## config.mk

```make
export PLATFORM = sky130hd
export DESIGN_NAME = wt_mem_req_arbiter
export DESIGN_NICKNAME = d
export VERILOG_FILES = /design/src/rtl/wt_mem_req_arbiter.sv
export SDC_FILE = /design/constraint.sdc
export NUM_CORES = 1
export LEC_CHECK = 0
export ABC_AREA = 1
export CAP_MARGIN = 20
export CELL_PAD_IN_SITES_DETAIL_PLACEMENT = 1
export CELL_PAD_IN_SITES_GLOBAL_PLACEMENT = 1
export CORE_AREA = 10 10 210 212
export DETAILED_ROUTE_END_ITERATION = 12
export DIE_AREA = 0 0 220 222
export GPL_TIMING_DRIVEN = 0
export PLACE_DENSITY = 0.68
export SYNTH_ARGS = -nofsm -noshare
export SYNTH_HDL_FRONTEND = slang
export SYNTH_SLANG_ARGS = --single-unit
```

## constraint.sdc

```tcl
create_clock -name clk_i -period 2.8 [get_ports clk_i]
set_clock_uncertainty 0.1 [all_clocks]
set_input_delay 0.56 -clock clk_i [delete_from_list [all_inputs] [get_ports clk_i]]
set_output_delay 0.56 -clock clk_i [all_outputs]
set_load 0.005 [all_outputs]
```

## src/rtl/wt_mem_req_arbiter.sv

```systemverilog
// wt_mem_req_arbiter: shares one memory request port between the icache (requester 0)
// and the write-through dcache (requester 1). It arbitrates round-robin into a
// one-entry registered output stage and tags each ID with the requester bit.
// Responses are routed back by that bit. Per-requester in-flight counts are
// capped, and outstanding dcache stores are tracked for fence/AMO drain.
module wt_mem_req_arbiter #(
  parameter int unsigned AddrWidth      = 64,
  parameter int unsigned DataWidth      = 64,
  parameter int unsigned TidWidth       = 2,
  parameter int unsigned MaxOutstanding = 7
) (
  input  logic                   clk_i,
  input  logic                   rst_ni,
  // icache request
  input  logic                   ic_req_valid_i,
  output logic                   ic_req_ready_o,
  input  logic [AddrWidth-1:0]   ic_req_addr_i,
  input  logic [TidWidth-1:0]    ic_req_tid_i,
  // dcache request
  input  logic                   dc_req_valid_i,
  output logic                   dc_req_ready_o,
  input  logic [AddrWidth-1:0]   dc_req_addr_i,
  input  logic                   dc_req_we_i,
  input  logic [DataWidth-1:0]   dc_req_wdata_i,
  input  logic [DataWidth/8-1:0] dc_req_be_i,
  input  logic [TidWidth-1:0]    dc_req_tid_i,
  // memory request
  output logic                   mem_req_valid_o,
  input  logic                   mem_req_ready_i,
  output logic [AddrWidth-1:0]   mem_req_addr_o,
  output logic                   mem_req_we_o,
  output logic [DataWidth-1:0]   mem_req_wdata_o,
  output logic [DataWidth/8-1:0] mem_req_be_o,
  output logic [TidWidth:0]      mem_req_id_o,
  // memory response
  input  logic                   mem_rsp_valid_i,
  input  logic [TidWidth:0]      mem_rsp_id_i,
  input  logic [DataWidth-1:0]   mem_rsp_rdata_i,
  // routed responses
  output logic                   ic_rsp_valid_o,
  output logic [TidWidth-1:0]    ic_rsp_tid_o,
  output logic [DataWidth-1:0]   ic_rsp_rdata_o,
  output logic                   dc_rsp_valid_o,
  output logic [TidWidth-1:0]    dc_rsp_tid_o,
  output logic [DataWidth-1:0]   dc_rsp_rdata_o,
  // status
  output logic                   dc_store_pending_o,
  output logic                   idle_o
);

  localparam int unsigned CntW   = $clog2(MaxOutstanding + 1);
  localparam int unsigned BeW    = DataWidth / 8;
  localparam int unsigned NumTid = 1 << TidWidth;
  localparam logic [CntW-1:0] MaxCnt = CntW'(MaxOutstanding);

  // output stage
  logic                 r_valid;
  logic [AddrWidth-1:0] r_addr;
  logic                 r_we;
  logic [DataWidth-1:0] r_wdata;
  logic [BeW-1:0]       r_be;
  logic [TidWidth:0]    r_id;
  logic                 r_last;   // last granted requester (1 = dcache)

  // bookkeeping, index 0 = icache, 1 = dcache
  logic [1:0][CntW-1:0] r_cnt;
  logic [1:0][CntW-1:0] w_cnt_nxt;
  logic [CntW-1:0]      r_st_cnt;
  logic [NumTid-1:0]    r_wmask;
  logic                 r_idle;

  logic       w_free, w_gnt_dc, w_valid_nxt, w_wr_iss, w_wr_rsp;
  logic [1:0] w_elig, w_acc, w_rsp, w_dec;

  assign w_free    = !r_valid || mem_req_ready_i;
  assign w_elig[0] = ic_req_valid_i && (r_cnt[0] < MaxCnt);
  assign w_elig[1] = dc_req_valid_i && (r_cnt[1] < MaxCnt);
  // on a tie the requester that did not win last time gets the slot
  assign w_gnt_dc  = w_elig[1] && (!w_elig[0] || !r_last);

  assign ic_req_ready_o = w_free && w_elig[0] && !w_gnt_dc;
  assign dc_req_ready_o = w_free && w_gnt_dc;
  assign w_acc          = {dc_req_ready_o, ic_req_ready_o};

  assign w_valid_nxt = (|w_acc) ? 1'b1 : (w_free ? 1'b0 : r_valid);

  // response routing is purely combinational
  assign w_rsp[0]       = mem_rsp_valid_i && !mem_rsp_id_i[TidWidth];
  assign w_rsp[1]       = mem_rsp_valid_i &&  mem_rsp_id_i[TidWidth];
  assign ic_rsp_valid_o = w_rsp[0];
  assign dc_rsp_valid_o = w_rsp[1];
  assign ic_rsp_tid_o   = mem_rsp_id_i[TidWidth-1:0];
  assign dc_rsp_tid_o   = mem_rsp_id_i[TidWidth-1:0];
  assign ic_rsp_rdata_o = mem_rsp_rdata_i;
  assign dc_rsp_rdata_o = mem_rsp_rdata_i;

  assign w_wr_iss = w_acc[1] && dc_req_we_i;
  assign w_wr_rsp = w_rsp[1] && r_wmask[mem_rsp_id_i[TidWidth-1:0]];

  assign mem_req_valid_o    = r_valid;
  assign mem_req_addr_o     = r_addr;
  assign mem_req_we_o       = r_we;
  assign mem_req_wdata_o    = r_wdata;
  assign mem_req_be_o       = r_be;
  assign mem_req_id_o       = r_id;
  assign dc_store_pending_o = |r_wmask;
  assign idle_o             = r_idle;

  // next in-flight count per requester; a response at zero is ignored
  always_comb begin
    w_dec     = '0;
    w_cnt_nxt = r_cnt;
    for (int r = 0; r < 2; r++) begin
      w_dec[r] = w_rsp[r] && (r_cnt[r] != '0);
      if (w_acc[r] && !w_dec[r])      w_cnt_nxt[r] = r_cnt[r] + 1'b1;
      else if (!w_acc[r] && w_dec[r]) w_cnt_nxt[r] = r_cnt[r] - 1'b1;
    end
  end

  // output stage: load on accept, drop when drained, hold under back-pressure
  always_ff @(posedge clk_i or negedge rst_ni) begin
    if (!rst_ni) begin
      r_valid <= 1'b0;
      r_addr  <= '0;
      r_we    <= 1'b0;
      r_wdata <= '0;
      r_be    <= '0;
      r_id    <= '0;
      r_last  <= 1'b0;
    end else begin
      r_valid <= w_valid_nxt;
      if (w_acc[1]) begin
        r_addr  <= dc_req_addr_i;
        r_we    <= dc_req_we_i;
        r_wdata <= dc_req_wdata_i;
        r_be    <= dc_req_be_i;
        r_id    <= {1'b1, dc_req_tid_i};
        r_last  <= 1'b1;
      end else if (w_acc[0]) begin
        r_addr  <= ic_req_addr_i;
        r_we    <= 1'b0;
        r_wdata <= '0;
        r_be    <= '1;
        r_id    <= {1'b0, ic_req_tid_i};
        r_last  <= 1'b0;
      end
    end
  end

  // in-flight counters and idle flag (idle reflects the state being loaded)
  always_ff @(posedge clk_i or negedge rst_ni) begin
    if (!rst_ni) begin
      r_cnt  <= '0;
      r_idle <= 1'b1;
    end else begin
      r_cnt  <= w_cnt_nxt;
      r_idle <= !w_valid_nxt && (w_cnt_nxt[0] == '0) && (w_cnt_nxt[1] == '0);
    end
  end

  // store tracking: write-tid mask plus count; a new issue wins over a same-tid clear
  always_ff @(posedge clk_i or negedge rst_ni) begin
    if (!rst_ni) begin
      r_wmask  <= '0;
      r_st_cnt <= '0;
    end else begin
      if (w_wr_rsp) r_wmask[mem_rsp_id_i[TidWidth-1:0]] <= 1'b0;
      if (w_wr_iss) r_wmask[dc_req_tid_i] <= 1'b1;
      if (w_wr_iss && !w_wr_rsp)      r_st_cnt <= r_st_cnt + 1'b1;
      else if (!w_wr_iss && w_wr_rsp) r_st_cnt <= r_st_cnt - 1'b1;
    end
  end

  // a response for a requester with nothing in flight is a protocol error
  a_rsp_has_owner: assert property (@(posedge clk_i) disable iff (!rst_ni)
    mem_rsp_valid_i |-> (mem_rsp_id_i[TidWidth] ? (r_cnt[1] != '0) : (r_cnt[0] != '0)));

endmodule

```

==> impl_metrics.py <==
metrics = {
    "run_status": {
        "outcome": "finished, final reports clean",
    },
    "timing": {
        "hold_viol_final": 0,
        "fmax_mhz": 371.5,
        "tightest_slew_ns": 0.7116,
        "drv_slew": 0,
        "finalWorstSetupSlack_ns": 0.1082,
        "relSlewSlack_pct": 52.56,
        "period_needed_ns": 2.692,
        "fin_setup_tns_ns": 0,
        "rsz0062_at_grt": "no",
        "holdWs_ns": 0.3775,
        "setup_viol": 0,
        "period_share_pct": 96.13,
    },
    "logic_synthesis": {
        "syn_nets": 1059,
        "syn_area_per_cell_um2": 10.22,
        "netlist.area_leader.share_pct": 47.69,
        "syn_area_um2": 7924,
        "syn_inst": 775,
        "ys_types": 28,
        "ys_seq_elements": 152,
        "synth_top_cell_by_area": "dfrtp_1",
        "yosysWarnings": 0,
        "yosysSeqAreaShare_pct": 48.02,
        "synthTopCellsByArea": "dfrtp_1 (48%), buf_4 (13%), a31oi_4 (8.1%)",
    },
    "layout": {
        "drive_gt1_share_pct": 19.23,
        "diodes": 0,
        "finalNetCount": 1572,
        "syn_to_final_growth_pct": 79.36,
        "final_area_um2": 14210,
        "fin_util_pct": 35.85,
        "final_cells": 1825,
    },
    "floorplanning": {
        "initial_core_util_pct": 19.99,
        "io_pins": 557,
        "core_area_um2": 39640,
        "die_w_um": 220,
        "die_area_um2": 48840,
        "fp-row-count": 73,
        "fp.dieH_um": 222,
    },
    "critical_path": {
        "critPathRequiredTime_ns": 2.14,
        "critPathArrivalTime_ns": 2.03,
        "start_kind": "input port",
        "worst_setup_path_end_kind": "output port",
        "path_max_fanout": 4,
        "path_class": "in2out",
        "reg2reg_slack_ns": 0.70,
    },
    "power": {
        "p_per_area_nw_per_um2": 867.4,
        "seqPwrFrac_pct": 30.5,
        "p_comb_share_pct": 48.4,
        "p_sw_mw": 4.288,
        "ir_drop_uv": 347.9,
        "p_clk_share_pct": 21.1,
        "p_sw_share_pct": 34.78,
        "intPower_mw": 8.040,
        "power_mw": 12.33,
        "leakage_nw": 6.067,
    },
    "global_route": {
        "grt_use_total_pct": 15.74,
        "grt.met1_usage_pct": 16.24,
        "grt_pass1_vias": 8611,
        "grt_overflow": 0,
        "use_met2_pct": 28.86,
        "top_usage_layer": "met2",
        "grt_pass1_wl_um": 57580,
        "grt_max_degree": 82,
        "antenna_found_initial": 1,
        "met3_usage_pct": 6.726,
    },
    "place": {
        "dp_hpwl_um": 32120,
        "gp_congestion": 0.7593,
        "place_inst": 1793,
        "dpl_cell_area_um2": 13540,
        "port_buffers": 492,
        "pre_cts_slack_ns": -0.5518,
    },
    "detailed_routing": {
        "drc_errors": 0,
        "vias": 7505,
        "drtIter0Drc": 317,
        "ant_nets": 0,
        "drt-wirelength-per-cell_um": 21.46,
        "wl_um": 39170,
        "dr.pass1.iters": 4,
        "viasPerCell": 4.112,
    },
    "clocking": {
        "numCtsBuffers": 17,
        "clkTransAtPathRegs_ns": 0.06,
        "clockBufferDepth": 2,
        "clock-sinks": 152,
        "cts_tree": "done",
        "cts.htree.levels": 4,
        "cts_root_buf": "clkbuf_16",
        "insertion_delay_ns": 0.44,
    },
    "job": {
        "drv_cap": 0,
    },
    "hold_path": {
        "hold_class": "reg2reg",
    },
}
final cells by class:
type	count	area (µm²)
sequential	152	3805
buffer	176	1276
inverter	28	110.1
fill	4529	25430
clock buffer	19	442.9
tap	525	656.9
multi-input combinational	418	2748
timing repair buffer	495	4974
clock inverter	12	200.2
cells in the final DEF (no fill, tap or decap), drive strengths merged, types with 5 or more instances in the layout:
cell type,n
buf,172
nand3,13
a22o,64
o21ai,5
dfrtp,151
ha,6
a31oi,66
clkbuf,26
nor2,75
clkdlybuf4s50,490
nand2,170
inv,28
bufinv,5
o22a,8
repair_timing:
item	CTS	global route
resized for setup	6	1
setup endpoints to repair	1	1
hold buffers	1	0
setup buffers	1	0
pin swaps	1	0
endpoints found under the hold margin	17	0
cells in the mapped netlist:
cell type,number
nand3_2,1
nand2_2,1
nand3b_1,1
buf_2,27
inv_2,3
xor2_1,2
a22o_1,64
a31oi_1,26
nand3_1,11
dfstp_2,1
buf_4,137
buf_6,3
nand3_4,1
o21ai_0,5
nand2_1,169
o211ai_1,2
a31oi_2,10
o22a_1,8
clkbuf_1,7
or4_1,1
buf_8,3
a31oi_4,30
inv_1,25
nor2_1,75
o31ai_1,4
ha_1,6
dfrtp_1,151
nand4_1,1
state kept, by name (all words and copies together), names as in the netlist:
| signal | cells |
|---|---|
| r_cnt | 6 |
| mem_req_be_o | 8 |
| idle_o | 1 |
| mem_req_we_o | 1 |
| mem_req_valid_o | 1 |
| mem_req_addr_o | 64 |
| mem_req_wdata_o | 64 |
| mem_req_id_o | 3 |
| r_wmask | 4 |
layer usage:
layer	routed length, µm	vias up
li1	-	3489
met2	20910	278
met3	3690	18
met1	14240	3720
met5	0	-
met4	324	0
cells by family (layout without fill, tap and decap cells):
kind of cell	count (synthesis)	in the layout	synth area share, %
simple gates	261	261	12.95
buf+inv	205	730	17.34
flops	152	152	48.02
compound gates	149	149	20.53
fa+ha+maj	6	6	0.9474
xor+xnor	2	2	0.2211
power by group through the flow:
stage	combinational [mW]	clock (mW)	sequential (mW)
after floorplan	2.55	0	3.78
after global placement	5.98	0	3.76
after detailed placement	6.11	0	3.79
after CTS	6.15	2.68	3.78
after global routing	6.50	2.79	3.90
final	5.96	2.60	3.77
path summary, 6_finish.rpt:
check                                                  end                startpoint  cells past startpoint
setup / recovery                            ic_req_ready_o            ic_req_valid_i                      6
max in group asynchronous                 idle_o$_DFF_PN1_                    rst_ni                      3
hold reg to reg                   mem_req_we_o$_DFFE_PN0P_  mem_req_we_o$_DFFE_PN0P_                      2
min in group asynchronous   mem_req_addr_o[32]$_DFFE_PN0P_                    rst_ni                      2
setup reg to reg           mem_req_wdata_o[47]$_DFFE_PN0P_        r_cnt[0]$_DFF_PN0_                      8
hold / removal                    mem_req_we_o$_DFFE_PN0P_  mem_req_we_o$_DFFE_PN0P_                      2
worst max-delay path, stage by stage:
cell,delay (ns)
clkdlybuf4s50_1,0.50
nand3_2,0.12
nand2_1,0.11
nand2_1,0.07
inv_1,0.11
clkdlybuf4s50_1,0.55
Power figures use the tool's default switching activity.
